## config.mk

```make
export PLATFORM = sky130hd
export DESIGN_NAME = sal_req_router_flat
export DESIGN_NICKNAME = d
export VERILOG_FILES = /design/src/rtl/sal_req_router_pkg.sv /design/src/rtl/sal_req_router_if.sv /design/src/rtl/sal_req_slot.sv /design/src/rtl/sal_req_router.sv /design/src/flat_wrapper.sv
export SDC_FILE = /design/constraint.sdc
export NUM_CORES = 1
export LEC_CHECK = 0
export ABC_AREA = 0
export CELL_PAD_IN_SITES_DETAIL_PLACEMENT = 1
export CELL_PAD_IN_SITES_GLOBAL_PLACEMENT = 1
export CORE_AREA = 2 2 288 290
export DETAILED_ROUTE_END_ITERATION = 8
export DIE_AREA = 0 0 290 292
export PLACE_DENSITY = 0.8
export SLEW_MARGIN = 20
export SYNTH_ARGS = -nofsm -noshare
export SYNTH_HDL_FRONTEND = slang
export SYNTH_HIERARCHICAL = 1
export SYNTH_SLANG_ARGS = --single-unit
```

## constraint.sdc

```tcl
create_clock -name clk -period 7.7 [get_ports clk]
set_clock_uncertainty 0.1 [all_clocks]
set_input_delay 1.54 -clock clk [delete_from_list [all_inputs] [get_ports clk]]
set_output_delay 1.54 -clock clk [all_outputs]
set_load 0.005 [all_outputs]
```

## src/rtl/sal_req_router_pkg.sv

```systemverilog
// sal_router_pkg: shared slot type, width limits and address split helpers (SAL_ROUTER_BANK_HASH_EN selects hashed bank)
package sal_router_pkg;
    localparam int DEF_BK_CNT       = 16;
    localparam int DEF_ADDR_W       = 32;
    localparam int DEF_ID_W         = 4;
    localparam int DEF_LEN_W        = 8;
    localparam int DEF_OFS_W        = 3;
    localparam int DEF_CA_W         = 10;
    localparam int DEF_RA_W         = 16;
    localparam int DEF_STARVE_LIMIT = 8;
    localparam int MAX_ID_W  = 16;
    localparam int MAX_LEN_W = 16;
    localparam int MAX_BA_W  = 16;
    localparam int MAX_RA_W  = 32;
    localparam int MAX_CA_W  = 32;

    typedef struct packed {
        logic                 valid;
        logic                 wr;
        logic [MAX_ID_W-1:0]  id;
        logic [MAX_LEN_W-1:0] len;
        logic [MAX_BA_W-1:0]  ba;
        logic [MAX_RA_W-1:0]  ra;
        logic [MAX_CA_W-1:0]  ca;
    } req_slot_t;

    function automatic logic [31:0] field(input logic [63:0] a, input int lsb, input int w);
        return 32'((a >> lsb) & ((64'd1 << w) - 64'd1));
    endfunction

    function automatic logic [31:0] get_ca(input logic [63:0] a, input int ofs, input int caw);
        return field(a, ofs, caw);
    endfunction

    function automatic logic [31:0] get_ra(input logic [63:0] a, input int ofs, input int caw, input int baw, input int raw);
        return field(a, ofs + caw + baw, raw);
    endfunction

    function automatic logic [31:0] get_ba(input logic [63:0] a, input int ofs, input int caw, input int baw, input int raw);
        logic [31:0] b;
        b = field(a, ofs + caw, baw);
`ifdef SAL_ROUTER_BANK_HASH_EN
        b = b ^ (get_ra(a, ofs, caw, baw, raw) & ((32'd1 << baw) - 32'd1));
`endif
        return b;
    endfunction

    function automatic req_slot_t mk_slot(input logic wr, input logic [MAX_ID_W-1:0] id, input logic [MAX_LEN_W-1:0] len,
                                          input logic [63:0] a, input int ofs, input int caw, input int baw, input int raw);
        req_slot_t s;
        s.valid = 1'b1;
        s.wr    = wr;
        s.id    = id;
        s.len   = len;
        s.ba    = MAX_BA_W'(get_ba(a, ofs, caw, baw, raw));
        s.ra    = get_ra(a, ofs, caw, baw, raw);
        s.ca    = get_ca(a, ofs, caw);
        return s;
    endfunction
endpackage

```

## src/rtl/sal_req_router_if.sv

```systemverilog
// sal_req_router_if: AXI AW/AR address channels plus packed per-bank request ports
interface sal_req_router_if #(
    parameter int BK_CNT = 16,
    parameter int ADDR_W = 32,
    parameter int ID_W   = 4,
    parameter int LEN_W  = 8,
    parameter int RA_W   = 16,
    parameter int CA_W   = 10
);
    logic                    awvalid, awready;
    logic [ID_W-1:0]         awid;
    logic [ADDR_W-1:0]       awaddr;
    logic [LEN_W-1:0]        awlen;
    logic                    arvalid, arready;
    logic [ID_W-1:0]         arid;
    logic [ADDR_W-1:0]       araddr;
    logic [LEN_W-1:0]        arlen;
    logic [BK_CNT-1:0]       req_valid, req_ready, req_wr;
    logic [BK_CNT*ID_W-1:0]  req_id;
    logic [BK_CNT*LEN_W-1:0] req_len;
    logic [BK_CNT*RA_W-1:0]  req_ra;
    logic [BK_CNT*CA_W-1:0]  req_ca;

    modport master(output awvalid, awid, awaddr, awlen, arvalid, arid, araddr, arlen, req_ready,
                   input awready, arready, req_valid, req_wr, req_id, req_len, req_ra, req_ca);
    modport slave(input awvalid, awid, awaddr, awlen, arvalid, arid, araddr, arlen, req_ready,
                  output awready, arready, req_valid, req_wr, req_id, req_len, req_ra, req_ca);
endinterface

```

## src/rtl/sal_req_slot.sv

```systemverilog
// sal_req_slot: one-entry request holding register; load beats clear, clear drops valid
module sal_req_slot
    import sal_router_pkg::*;
(
    input  logic      clk,
    input  logic      rst_n,
    input  logic      load,
    input  logic      clr,
    input  req_slot_t d,
    output req_slot_t q
);
    // load replaces the entry even while it dispatches, so back-to-back beats need no bubble
    always_ff @(posedge clk)
        if (!rst_n) q <= '0;
        else if (load) q <= d;
        else if (clr) q.valid <= 1'b0;
endmodule

```

## src/rtl/sal_req_router.sv

```systemverilog
// sal_req_router: AW/AR slot capture, bank decode and write-priority dispatch with read starvation bound (SAL_ROUTER_BANK_HASH_EN: hashed bank)
module sal_req_router
    import sal_router_pkg::*;
#(
    parameter int BK_CNT       = DEF_BK_CNT,
    parameter int ADDR_W       = DEF_ADDR_W,
    parameter int ID_W         = DEF_ID_W,
    parameter int LEN_W        = DEF_LEN_W,
    parameter int OFS_W        = DEF_OFS_W,
    parameter int CA_W         = DEF_CA_W,
    parameter int RA_W         = DEF_RA_W,
    parameter int STARVE_LIMIT = DEF_STARVE_LIMIT
) (
    input logic clk,
    input logic rst_n,
    sal_req_router_if.slave bus
);
    localparam int BA_W = $clog2(BK_CNT);
    localparam int SW   = STARVE_LIMIT > 0 ? $clog2(STARVE_LIMIT + 1) : 1;
    localparam logic [SW-1:0] LIM = SW'(STARVE_LIMIT);

    req_slot_t       aw_d, ar_d, aw_q, ar_q;
    logic [BA_W-1:0] aw_ba, ar_ba;
    logic            conflict, ar_wins, aw_gnt, ar_gnt, aw_disp, ar_disp;
    logic [SW-1:0]   starve_cnt;
    logic            unused_slot;

    assign aw_d = mk_slot(1'b1, MAX_ID_W'(bus.awid), MAX_LEN_W'(bus.awlen), 64'(bus.awaddr), OFS_W, CA_W, BA_W, RA_W);
    assign ar_d = mk_slot(1'b0, MAX_ID_W'(bus.arid), MAX_LEN_W'(bus.arlen), 64'(bus.araddr), OFS_W, CA_W, BA_W, RA_W);

    sal_req_slot u_aw (.clk(clk), .rst_n(rst_n), .load(bus.awvalid & bus.awready), .clr(aw_disp), .d(aw_d), .q(aw_q));
    sal_req_slot u_ar (.clk(clk), .rst_n(rst_n), .load(bus.arvalid & bus.arready), .clr(ar_disp), .d(ar_d), .q(ar_q));

    assign aw_ba       = aw_q.ba[BA_W-1:0];
    assign ar_ba       = ar_q.ba[BA_W-1:0];
    assign conflict    = aw_q.valid & ar_q.valid & (aw_ba == ar_ba);
    assign ar_wins     = conflict & (starve_cnt >= LIM);
    assign aw_gnt      = aw_q.valid & ~ar_wins;
    assign ar_gnt      = ar_q.valid & (~conflict | ar_wins);
    assign aw_disp     = aw_gnt & bus.req_ready[aw_ba];
    assign ar_disp     = ar_gnt & bus.req_ready[ar_ba];
    assign bus.awready = ~aw_q.valid | aw_disp;
    assign bus.arready = ~ar_q.valid | ar_disp;
    assign unused_slot = ^{aw_q, ar_q};

    // count accepted conflicts the read lost; the read winning caps it at LIM, any read dispatch clears it
    always_ff @(posedge clk)
        if (!rst_n) starve_cnt <= '0;
        else if (ar_disp) starve_cnt <= '0;
        else if (conflict & ~ar_wins & bus.req_ready[aw_ba]) starve_cnt <= starve_cnt + 1'b1;

    // route granted slots onto their bank lanes; idle lanes stay all-zero
    always_comb begin
        bus.req_valid = '0;
        bus.req_wr    = '0;
        bus.req_id    = '0;
        bus.req_len   = '0;
        bus.req_ra    = '0;
        bus.req_ca    = '0;
        if (aw_gnt) begin
            bus.req_valid[aw_ba]             = 1'b1;
            bus.req_wr[aw_ba]                = 1'b1;
            bus.req_id[aw_ba*ID_W +: ID_W]   = aw_q.id[ID_W-1:0];
            bus.req_len[aw_ba*LEN_W +: LEN_W] = aw_q.len[LEN_W-1:0];
            bus.req_ra[aw_ba*RA_W +: RA_W]   = aw_q.ra[RA_W-1:0];
            bus.req_ca[aw_ba*CA_W +: CA_W]   = aw_q.ca[CA_W-1:0];
        end
        if (ar_gnt) begin
            bus.req_valid[ar_ba]             = 1'b1;
            bus.req_id[ar_ba*ID_W +: ID_W]   = ar_q.id[ID_W-1:0];
            bus.req_len[ar_ba*LEN_W +: LEN_W] = ar_q.len[LEN_W-1:0];
            bus.req_ra[ar_ba*RA_W +: RA_W]   = ar_q.ra[RA_W-1:0];
            bus.req_ca[ar_ba*CA_W +: CA_W]   = ar_q.ca[CA_W-1:0];
        end
    end
endmodule

```

## src/flat_wrapper.sv

```systemverilog
// flat-port wrapper written by rule: the top's interface ports become plain ports
module sal_req_router_flat import sal_router_pkg::*;
#(
    parameter int BK_CNT       = DEF_BK_CNT,
    parameter int ADDR_W       = DEF_ADDR_W,
    parameter int ID_W         = DEF_ID_W,
    parameter int LEN_W        = DEF_LEN_W,
    parameter int OFS_W        = DEF_OFS_W,
    parameter int CA_W         = DEF_CA_W,
    parameter int RA_W         = DEF_RA_W,
    parameter int STARVE_LIMIT = DEF_STARVE_LIMIT
)
  (clk, rst_n, bus_awvalid, bus_awid, bus_awaddr, bus_awlen, bus_arvalid, bus_arid, bus_araddr, bus_arlen, bus_req_ready, bus_awready, bus_arready, bus_req_valid, bus_req_wr, bus_req_id, bus_req_len, bus_req_ra, bus_req_ca);
  sal_req_router_if #(.BK_CNT(BK_CNT), .ADDR_W(ADDR_W), .ID_W(ID_W), .LEN_W(LEN_W), .RA_W(RA_W), .CA_W(CA_W)) bus_i ();
  input logic clk;
  input logic rst_n;
  input wire logic [$bits(bus_i.awvalid)-1:0] bus_awvalid;
  input wire logic [$bits(bus_i.awid)-1:0] bus_awid;
  input wire logic [$bits(bus_i.awaddr)-1:0] bus_awaddr;
  input wire logic [$bits(bus_i.awlen)-1:0] bus_awlen;
  input wire logic [$bits(bus_i.arvalid)-1:0] bus_arvalid;
  input wire logic [$bits(bus_i.arid)-1:0] bus_arid;
  input wire logic [$bits(bus_i.araddr)-1:0] bus_araddr;
  input wire logic [$bits(bus_i.arlen)-1:0] bus_arlen;
  input wire logic [$bits(bus_i.req_ready)-1:0] bus_req_ready;
  output wire logic [$bits(bus_i.awready)-1:0] bus_awready;
  output wire logic [$bits(bus_i.arready)-1:0] bus_arready;
  output wire logic [$bits(bus_i.req_valid)-1:0] bus_req_valid;
  output wire logic [$bits(bus_i.req_wr)-1:0] bus_req_wr;
  output wire logic [$bits(bus_i.req_id)-1:0] bus_req_id;
  output wire logic [$bits(bus_i.req_len)-1:0] bus_req_len;
  output wire logic [$bits(bus_i.req_ra)-1:0] bus_req_ra;
  output wire logic [$bits(bus_i.req_ca)-1:0] bus_req_ca;
  assign bus_i.awvalid = bus_awvalid;
  assign bus_i.awid = bus_awid;
  assign bus_i.awaddr = bus_awaddr;
  assign bus_i.awlen = bus_awlen;
  assign bus_i.arvalid = bus_arvalid;
  assign bus_i.arid = bus_arid;
  assign bus_i.araddr = bus_araddr;
  assign bus_i.arlen = bus_arlen;
  assign bus_i.req_ready = bus_req_ready;
  assign bus_awready = bus_i.awready;
  assign bus_arready = bus_i.arready;
  assign bus_req_valid = bus_i.req_valid;
  assign bus_req_wr = bus_i.req_wr;
  assign bus_req_id = bus_i.req_id;
  assign bus_req_len = bus_i.req_len;
  assign bus_req_ra = bus_i.req_ra;
  assign bus_req_ca = bus_i.req_ca;
  sal_req_router #(.BK_CNT(BK_CNT), .ADDR_W(ADDR_W), .ID_W(ID_W), .LEN_W(LEN_W), .OFS_W(OFS_W), .CA_W(CA_W), .RA_W(RA_W), .STARVE_LIMIT(STARVE_LIMIT)) u_core (.clk(clk), .rst_n(rst_n), .bus(bus_i));
endmodule
```

# Word-level counts from Yosys, hierarchy flattened
# Index checks and enable logic that the tools add are counted.
[word_totals]
regBits = 88
out_inout_bits = 642
[op_classes]
addsub = 9
mul = 2
magnitude_cmp = 5
n_eq_ne = 1
n_shift = 16
n_mux = 26
bitwise = 24
n_reduce_logical = 5
[op_table]
columns = ["op", "n"]
rows = [
  ["$mux W256", 2],
  ["$shift A16 B34 Y256 const A", 2],
  ["$shiftx A16 B34 Y256", 2],
  ["$mux W160", 2],
  ["$shift A10 B34 Y160 const A", 2],
  ["$shiftx A10 B34 Y160", 2],
  ["$and A256 B256 Y256", 1],
  ["$bwmux W256", 1],
  ["$mux W128", 2],
  ["$shift A8 B34 Y128 const A", 2],
  ["$shiftx A8 B34 Y128", 2],
  ["$and A160 B160 Y160", 1],
  ["$bwmux W160", 1],
  ["$neg A8 Y34", 4],
  ["$and A128 B128 Y128", 1],
  ["$bwmux W128", 1],
  ["$mux W64", 2],
  ["$shift A4 B34 Y64 const A", 2],
  ["$shiftx A4 B34 Y64", 2],
  ["$neg A6 Y34", 2],
  ["$neg A7 Y34", 2],
  ["$and A64 B64 Y64", 1],
  ["$bwmux W64", 1],
  ["$mux W16", 2],
  ["16 further kinds", 46],
]

# Longest topological paths before layout
[depth]
depth_word = 9
depth_mapped = 16
depth_no_buf = 13

# Modules after synthesis
# The synthesis kept the hierarchy.
[by_module_without_submodules]
columns = ["mod", "instances", "cells_each", "area_per_inst_um2", "seq_area_each_um2"]
rows = [
  ["sal_req_router", 1, 2181, 13654.3, 80.1],
  ["sal_req_slot", 2, 367, 4326.6, 2282.2],
]

# Worst setup path after synthesis
# OpenSTA, ideal clock, no wires.
[synth_timing]
kind = "register to output"
startpoint = "register u_core/u_aw/q[65] (netlist bit)"
endpoint = "output port bus_req_ca[6]"
arrival_ps = 3848
t_required_ps = 6060
path_slack_ps = 2212
path_stages_with_launch = 15
n_path_buf = 2
cell_sequence = "dfxtp_1 > ha_1 > ha_1 > fa_1 > buf_2 > nor3_2 > nand2_1 > nor2_1 > ha_1 > clkbuf_1 > nor4_1 > nand3_1 > o22ai_1 > nand3_1 > mux2i_1"
[synth_via]
elab_chain_cells = 8
word_cells_on_any_way = 16
cone_classes = "1 x add/sub; 1 x mul; 1 x eq/ne; 2 x shift; 3 x mux; 8 x bitwise"
[synth_lines]
columns = ["element", "line_no", "text"]
rows = [
  ["start, declared", "sal_req_slot.sv:10", "output req_slot_t q"],
  ["parallel branches: the longest is 7 deep, another holds $neg A8 Y34", "-", ""],
  ["$mux W160 (*)", "sal_req_router.sv:68", "if (ar_gnt) begin"],
  ["end, declared", "flat_wrapper.sv:33", "output wire logic [$bits(bus_i.req_ca)-1:0] bus_req_ca;"],
]
# Every way passes the cells marked *.

# Worst setup path after layout
[layout_timing]
startpoint = "register u_core/u_ar/q[67] (netlist bit)"
endpoint = "output port bus_req_ca[70]"
[layout_via]
elab_chain_cells = 8
word_cells_on_any_way = 15
cone_classes = "1 x add/sub; 1 x mul; 1 x eq/ne; 2 x shift; 3 x mux; 7 x bitwise"
[layout_lines]
columns = ["element", "line_no"]
rows = [
  ["start, declared", "sal_req_slot.sv:10"],
  ["parallel branches: the longest is 7 deep, another holds $neg A8 Y34", "-"],
  ["$mux W160 (*)", "sal_req_router.sv:68"],
]
# Marked as above.

==> flow_summary.json <==
{
  "reg2reg_slack_ns": 3.90,
  "r2r_cells": 10,
  "portBuffers": 743,
  "final.setup.tns_ns": 0,
  "vias": 25249,
  "swShare": 0.551,
  "rows": 105,
  "tightest_slew_ns": 1.26,
  "timing.rr.end": "u_core/u_aw/q[2]$_SDFFE_PN0P_",
  "cp-end-kind": "output pin",
  "hp-class": "reg -> reg",
  "p_int_mw": 1.10,
  "seqPwrFrac": 0.251,
  "avgRoutedWirePerCell_um": 35.1,
  "hp-start": "u_core/starve_cnt[2]$_SDFFE_PP0P_",
  "peakVddDrop_uv": 112,
  "cts.clk_slew.worst_paths_ns": 0.08,
  "cts_setup_buffers": 0,
  "yosys_warnings": 6,
  "cp_max_fo": 17,
  "wl_met2_mm": 65.5,
  "setup_viol": 0,
  "grt_pass1_vias": 24696,
  "top_layer_used": "met5",
  "drc": 0,
  "via_per_inst": 6.16,
  "worstSetupPathType": "reg -> out",
  "timing.fmax_mhz": 132,
  "final_antenna_net_count": 0,
  "hold_end": "u_core/starve_cnt[2]$_SDFFE_PP0P_",
  "p_leak_nw": 7.57,
  "hold_buffers": 0,
  "grt_util_all_layers": 0.321,
  "clockPowerShare": 0.195,
  "cts_resized": 0,
  "rsz0062_at_grt": "no",
  "cts_root_buf": "clkbuf_16",
  "hold_viol_final": 0,
  "syn_area_per_cell_um2": 6.89,
  "io_pins": 750,
  "cts_tree": "yes",
  "synthToLayoutAreaGrowth_pct": 50.2,
  "gr-total-overflow": 0,
  "crit_start": "u_core/u_ar/q[67]$_SDFFE_PN0P_",
  "max_cap_violations": 0,
  "clock_sinks": 90,
  "wl_mm": 144,
  "hpwl_mm": 112,
  "slew_headroom": 0.158,
  "hold_depth": 2,
  "drt_pass1_iterations": 5,
  "cts.path.max_buffers": 2,
  "fp.dieW_um": 290,
  "dieArea_um2": 84700,
  "antenna_found_initial": 4,
  "power.switching_mw": 1.35,
  "placed_area_um2": 25300,
  "p_comb_frac": 0.554,
  "start_util": 0.210,
  "preCtsSetupSlack_ns": 0.733,
  "place_congestion": 1.08,
  "drt_first_iter_violations": 2946,
  "final-max-slew-violation-count": 0,
  "dieHeight_um": 292,
  "status": "finished, final reports clean",
  "total_power_mw": 2.45,
  "wirelength_met1_mm": 51.7,
  "setup_ws_ns": 0.134,
  "period_needed_ns": 7.57,
  "cts_buffers": 9,
  "postSynthCellCount": 2483,
  "power_density_nw_per_um2": 95.3,
  "final_area_um2": 25700,
  "wl_met3_mm": 13.7,
  "critPathRequiredTime_ns": 6.06,
  "nets": 3151,
  "min_period_over_period": 0.983,
  "cp.arrival_ns": 5.93,
  "h-tree-depth": 3,
  "grt_max_degree": 90,
  "drive_gt1_frac": 0.0780,
  "clk_latency_ns": 0.39,
  "netlist_area_um2": 17100,
  "r2r-start": "u_core/u_aw/q[64]$_SDFFE_PN0P_",
  "fillers": 9852,
  "cp-start-kind": "flip-flop",
  "grt_first_pass_wirelength_mm": 196,
  "fp.coreArea_um2": 81600
}
stage by stage:
| stage | utilization | cells | hold slack, ns |
|---|---|---|---|
| finish | 0.315 | 4097 | 0.440 |
| global route | 0.315 | 4094 | 0.472 |
| CTS | 0.314 | 4091 | 0.443 |
| detailed placement | 0.310 | 4075 | 0.411 |
| global placement | 0.310 | 4074 | 0.390 |
| floorplan | - | 2485 | 0.354 |
power by group through the flow:
stage / registers (mW) / logic (mW) / clock network (mW)
floorplan: 0.526 / 0.833 / 0
global route: 0.611 / 1.40 / 0.513
detailed placement: 0.615 / 1.29 / 0
finish: 0.614 / 1.36 / 0.478
CTS: 0.604 / 1.30 / 0.497
global placement: 0.614 / 1.27 / 0
flip-flops by register name, indices dropped and copies added (netlist names):
| register | cells |
|---|---|
| u_core/starve_cnt | 4 |
| u_core/u_ar/q | 43 |
| u_core/u_aw/q | 43 |
metal layers:
metal  up-vias  global-route usage
met5         -                   0
met4         2               0.239
met2      1830               0.532
li1      10513                   -
met3       466              0.0722
met1     12438               0.363
worst max path at each step:
stage,depth (start not counted),slack (ns),end
2_1_floorplan,14,2.21,bus_req_ca[6]
3_3_place_gp,10,0.74,bus_req_ra[118]
3_5_place_dp,12,0.73,bus_req_ca[70]
4_1_cts,12,0.27,bus_req_ca[70]
5_1_grt,12,0.05,bus_req_ca[70]
6_report,12,0.13,bus_req_ca[70]
cell type report:
type | instances | area, µm² | area share
Antenna cell | 3 | 7.51 | 0.000292
Clock buffer | 10 | 229 | 0.00891
Clock inverter | 6 | 57.6 | 0.00224
Inverter | 32 | 120 | 0.00467
Multi-Input combinational cell | 2045 | 13900 | 0.541
Sequential cell | 90 | 1800 | 0.0702
Tap cell | 1070 | 1340 | 0.0521
Timing Repair Buffer | 841 | 8240 | 0.320
placed cells by master, fill, tap and decap left out, types with 12 or more instances in the layout:
master,count
a2bb2o_1,14
and2_1,18
nand2_1,418
o211ai_1,25
a21oi_1,31
ha_1,22
clkdlybuf4s50_1,739
nor2b_1,93
mux4_2,12
dfxtp_1,89
nand2b_1,16
nor3_1,57
nor2_1,110
a22o_1,46
mux2i_1,178
mux2_2,18
o21ai_0,105
a21o_1,13
a22oi_1,25
o31ai_1,86
o21bai_1,14
nand4_1,25
and3_1,21
o22ai_1,237
nand3_1,77
buf_4,97
inv_1,29
o32ai_1,28
a32o_1,117
or3_1,16
worst max-delay path, cell delays in order (launching register included):
cell	delay [ns]
dfxtp_1	0.61
ha_1	0.33
ha_1	0.20
inv_1	0.09
fa_1	0.53
nor3b_2	0.25
and3_1	0.20
ha_1	0.69
o21ai_2	0.24
or3_1	0.77
o22ai_1	0.57
mux2i_1	0.44
clkdlybuf4s50_1	0.60
No activity file was read; power rests on OpenSTA's default activity.
==> patch 1: new RTL, config.mk and constraints unchanged <==
The package constant `MAX_BA_W` goes from 16 to 32.
--- a/src/rtl/sal_req_router_pkg.sv
+++ b/src/rtl/sal_req_router_pkg.sv
@@ -12,3 +12,3 @@
     localparam int MAX_LEN_W = 16;
-    localparam int MAX_BA_W  = 16;
+    localparam int MAX_BA_W  = 32;
     localparam int MAX_RA_W  = 32;
Function: not settled (the Yosys comparison gave no result); the edit may change what the design does.
==> patch 1 against the original RTL <==
Routed wire length grew 3.1%; total power increased by 2.4%; cell area is 0.54% higher; die area stayed put; setup slack improved by 290 ps; clock power increased by 7.5%; global-route usage up 1.0 points; sequential cell count unchanged; synthesized area rose by 0.10%; register-to-register slack got worse by 480 ps; sequential power barely moved; first-iteration DRC count down 3.4%; critical path type unchanged; highest routed layer unchanged.
==> patch 1: results (changes against the original RTL) <==
status=finished clean; Critical Path Fanout Max=10 (-7); R2R depth=11 (+1); GRT met3 Usage=7.93% (+0.72 points); Nets=3,183 (+1.0%); Switching Share=54.2% (-0.94 points); fill count=9,958 (+1.1%); initial DRC count=2,847 (-3.4%); Hold Path Sink=u_core/starve_cnt[3]; routed wire length per instance=35.9 um (+2.4%); GR Util All Layers=33.2% (+1.0 points); peak supply drop=0.112 mV (about the same); met1 Use GR=35.6% (-0.67 points); R2R Path Start=u_core/u_aw/q[67]; DPL Wire Length=116 mm (+3.9%); r2r setup slk=3420 ps (-480 ps); crit-path max cell delay=680 ps (-90 ps); vias per cell=6.14 (-0.44%); max_slew headroom=21.3% (+5.5 points); first-pass GRT wire length=201 mm (+2.4%); cell count after synthesis=2,479 (-0.16%); Sequential Power Share=24.6% (-0.5 points); first-pass detailed-route iteration total=6 (+1); arrival time worst endpoint=5640 ps (-290 ps); placed insts=4,110 (+0.86%); GRT met2 Usage=54.9% (+1.7 points); Worst path slowest cell=mux2i_1; vias in the first global route=25,100 (+1.6%)
==> patch 1: through the flow <==
stage / instance area [um^2] / utilization [%] / setup WS, ps
6_report: 25800 / 31.7 / 425
5_1_grt: 25800 / 31.7 / 292
4_1_cts: 25800 / 31.7 / 604
3_5_place_dp: 25500 / 31.3 / 1050
3_3_place_gp: 25500 / 31.3 / 1130
2_1_floorplan: 17100 / - / 2210
==> patch 1: power groups by stage <==
stage,clock network [mW],registers (mW),logic [mW]
floorplan,0,0.526,0.837
global placement,0,0.618,1.30
detailed placement,0,0.619,1.32
CTS,0.534,0.608,1.32
global route,0.547,0.613,1.43
finish,0.514,0.616,1.38
==> patch 1: worst max path at each step <==
stage,from,endpoint,cells past startpoint
2_1_floorplan,u_core/u_aw/q[65],bus_req_ca[6],14
3_3_place_gp,u_core/u_ar/q[67],bus_req_ca[69],13
3_5_place_dp,u_core/u_ar/q[67],bus_req_ca[69],13
4_1_cts,u_core/u_ar/q[67],bus_req_ca[69],13
5_1_grt,u_core/u_ar/q[67],bus_req_ca[68],13
6_report,u_core/u_ar/q[67],bus_req_ca[68],12
==> patch 1: cell type report <==
class	count	area share, %
inverter	32	0.465
clock buffer	9	0.872
antenna	1	0.00969
clock inverter	7	0.349
timing repair buffer	873	32.6
tap	1070	5.18
multi-input combinational	2045	53.5
sequential	90	6.98
==> patch 1: routing by layer <==
layer | vias up | wire (um)
li1 | 10600 | -
met1 | 12500 | 51700
met2 | 1755 | 67800
met3 | 497 | 13600
met4 | 2 | 15100
met5 | - | 13
==> patch 1: worst min-delay path, cell delays in order, from the launching register on <==
cell and delay (ps):
dfxtp_1 350, a41oi_1 50, nor2_1 70
==> patch 2: new RTL, same settings <==
Without the edit above. Reset style: asynchronous (`rst_n`), changed in 2 clocked blocks.
--- a/src/rtl/sal_req_slot.sv
+++ b/src/rtl/sal_req_slot.sv
@@ -12,3 +12,3 @@
     // load replaces the entry even while it dispatches, so back-to-back beats need no bubble
-    always_ff @(posedge clk)
+    always_ff @(posedge clk or negedge rst_n)
         if (!rst_n) q <= '0;
--- a/src/rtl/sal_req_router.sv
+++ b/src/rtl/sal_req_router.sv
@@ -46,3 +46,3 @@
     // count accepted conflicts the read lost; the read winning caps it at LIM, any read dispatch clears it
-    always_ff @(posedge clk)
+    always_ff @(posedge clk or negedge rst_n)
         if (!rst_n) starve_cnt <= '0;
Check against the original RTL: not equivalent (a bounded check fails within 4 cycles, from zero or initial values and one cycle with rst_n low; the reset may be asserted at any time).
==> patch 2 against the original RTL <==
Non-clock buffer count up 7; worst hold slack got worse by 3.8 ps; synthesized cell count decreased by 2.6%; global-route usage fell by 1.3 points; maximum frequency increased by 4.6%; sequential cell count unchanged; routed wire length fell by 3.8%; cell area increased by 4.0%; setup slack improved by 330 ps; synthesized area is 6.1% higher; largest cell class unchanged.
Power is left out: it rests on default switching activity, and per cell area and clock period it moved more than threefold.
==> patch 2: results (changes against the original RTL) <==
initial DRC count=2,712 (-7.9%); Critical Path Fanout Max=10 (-7); WL final=138 mm (-3.8%); met1 Use GR=35.9% (-0.34 points); clock tree buffer depth=2 (unchanged); arrival time worst endpoint=5590 ps (-340 ps); reg2reg end=u_core/u_ar/q[80]; Hold Path Sink=u_core/u_ar/q[97]; R2R Path Start=u_core/u_ar/q[64]; root buffer cell=clkbuf_16; Least-Margin Pin Slew=1270 ps (+9.20 ps); CTS clk-pin slew, worst paths=90 ps; worst slack at placement=805 ps (+72.2 ps); Num CTS Buffers=9 (unchanged); GR Util All Layers=30.9% (-1.3 points); hold path startpoint=u_core/u_ar/q[97]; GRT met2 Usage=51.7% (-1.5 points); largest net degree at the start of global routing=60 (-33%); # H-tree levels=3 (unchanged); fraction of layout cells with a size suffix above 1=12.1% (+4.3 points); GP Congestion=1.01 (-6.5%); Die W=290 um (unchanged); hold slack=436 ps (-3.84 ps); first-pass detailed-route iteration total=5 (unchanged); status=finished clean; r2r setup slk=3810 ps (-90 ps); initial antenna violation count=11 (+7); fill count=9,801 (-0.52%); Min-Delay Path Class=reg -> reg; number of I/O port buffers=743 (unchanged); GRT met3 Usage=6.90% (-0.31 points); Post-DP Area=26,400 um^2 (+4.2%); post-CTS setup buffer count=0 (unchanged); Nets=3,103 (-1.5%); YS warnings=6 (unchanged); via count=25,300 (+0.32%); largest registers=u_core/u_ar/q (43), u_core/u_aw/q (43), u_core/starve_cnt (4); R2R depth=8 (-2); clock latency on the worst-skew pair=390 ps (about the same); DPL Wire Length=107 mm (-4.3%); first-pass GRT wire length=191 mm (-2.5%); worst hold path cell count=1 (-1)
patch 2: stage by stage:
stage,util [%],std cells
2_1_floorplan,-,2420
4_1_cts,32.7,4044
3_5_place_dp,32.3,4028
3_3_place_gp,32.3,4028
5_1_grt,32.8,4048
6_report,32.8,4051
patch 2: critical path, stage by stage (launching register included):
cell	delay [ps]
dfrtp_1	390
ha_1	300
ha_1	220
fa_1	530
xnor2_2	260
and2_1	180
ha_1	360
a211oi_1	680
o21ai_0	460
o32ai_1	460
nand2_1	140
o31ai_1	570
clkdlybuf4s50_1	630
patch 2: metal layers:
layer  part of all wire (%)  routed length (um)
met2                     47               64700
met1                     37               51500
met4                    6.6                9170
met3                    9.2               12700
met5                  0.039                  54
patch 2: worst max-delay path by stage:
stage / cells after the start / slack (ps) / end / start
detailed placement: 17 / 800 / bus_req_ca[136] / u_core/u_ar/q[66]
floorplan: 16 / 2050 / bus_req_ca[136] / u_core/u_ar/q[65]
global placement: 17 / 850 / bus_req_ca[136] / u_core/u_ar/q[66]
CTS: 17 / 340 / bus_req_ca[136] / u_core/u_ar/q[66]
global route: 16 / 220 / bus_req_ca[136] / u_core/u_ar/q[66]
finish: 12 / 470 / bus_req_ca[134] / u_core/u_aw/q[65]
patch 2: timing repair:
action | CTS | global route
endpoints found under the hold margin | 0 | 0
resized for setup | 0 | 1
endpoints found under the setup margin | 0 | 1
patch 2: cell type report:
| class | count | area [um^2] | share of cell area (%) |
|---|---|---|---|
| Timing Repair Buffer | 848 | 8250 | 30.9 |
| Clock inverter | 7 | 98.8 | 0.370 |
| Antenna cell | 7 | 17.5 | 0.0655 |
| Tap cell | 1070 | 1340 | 5.01 |
| Sequential cell | 90 | 2250 | 8.43 |
| Multi-Input combinational cell | 1990 | 14400 | 54.0 |
| Clock buffer | 9 | 225 | 0.842 |
| Inverter | 30 | 113 | 0.421 |
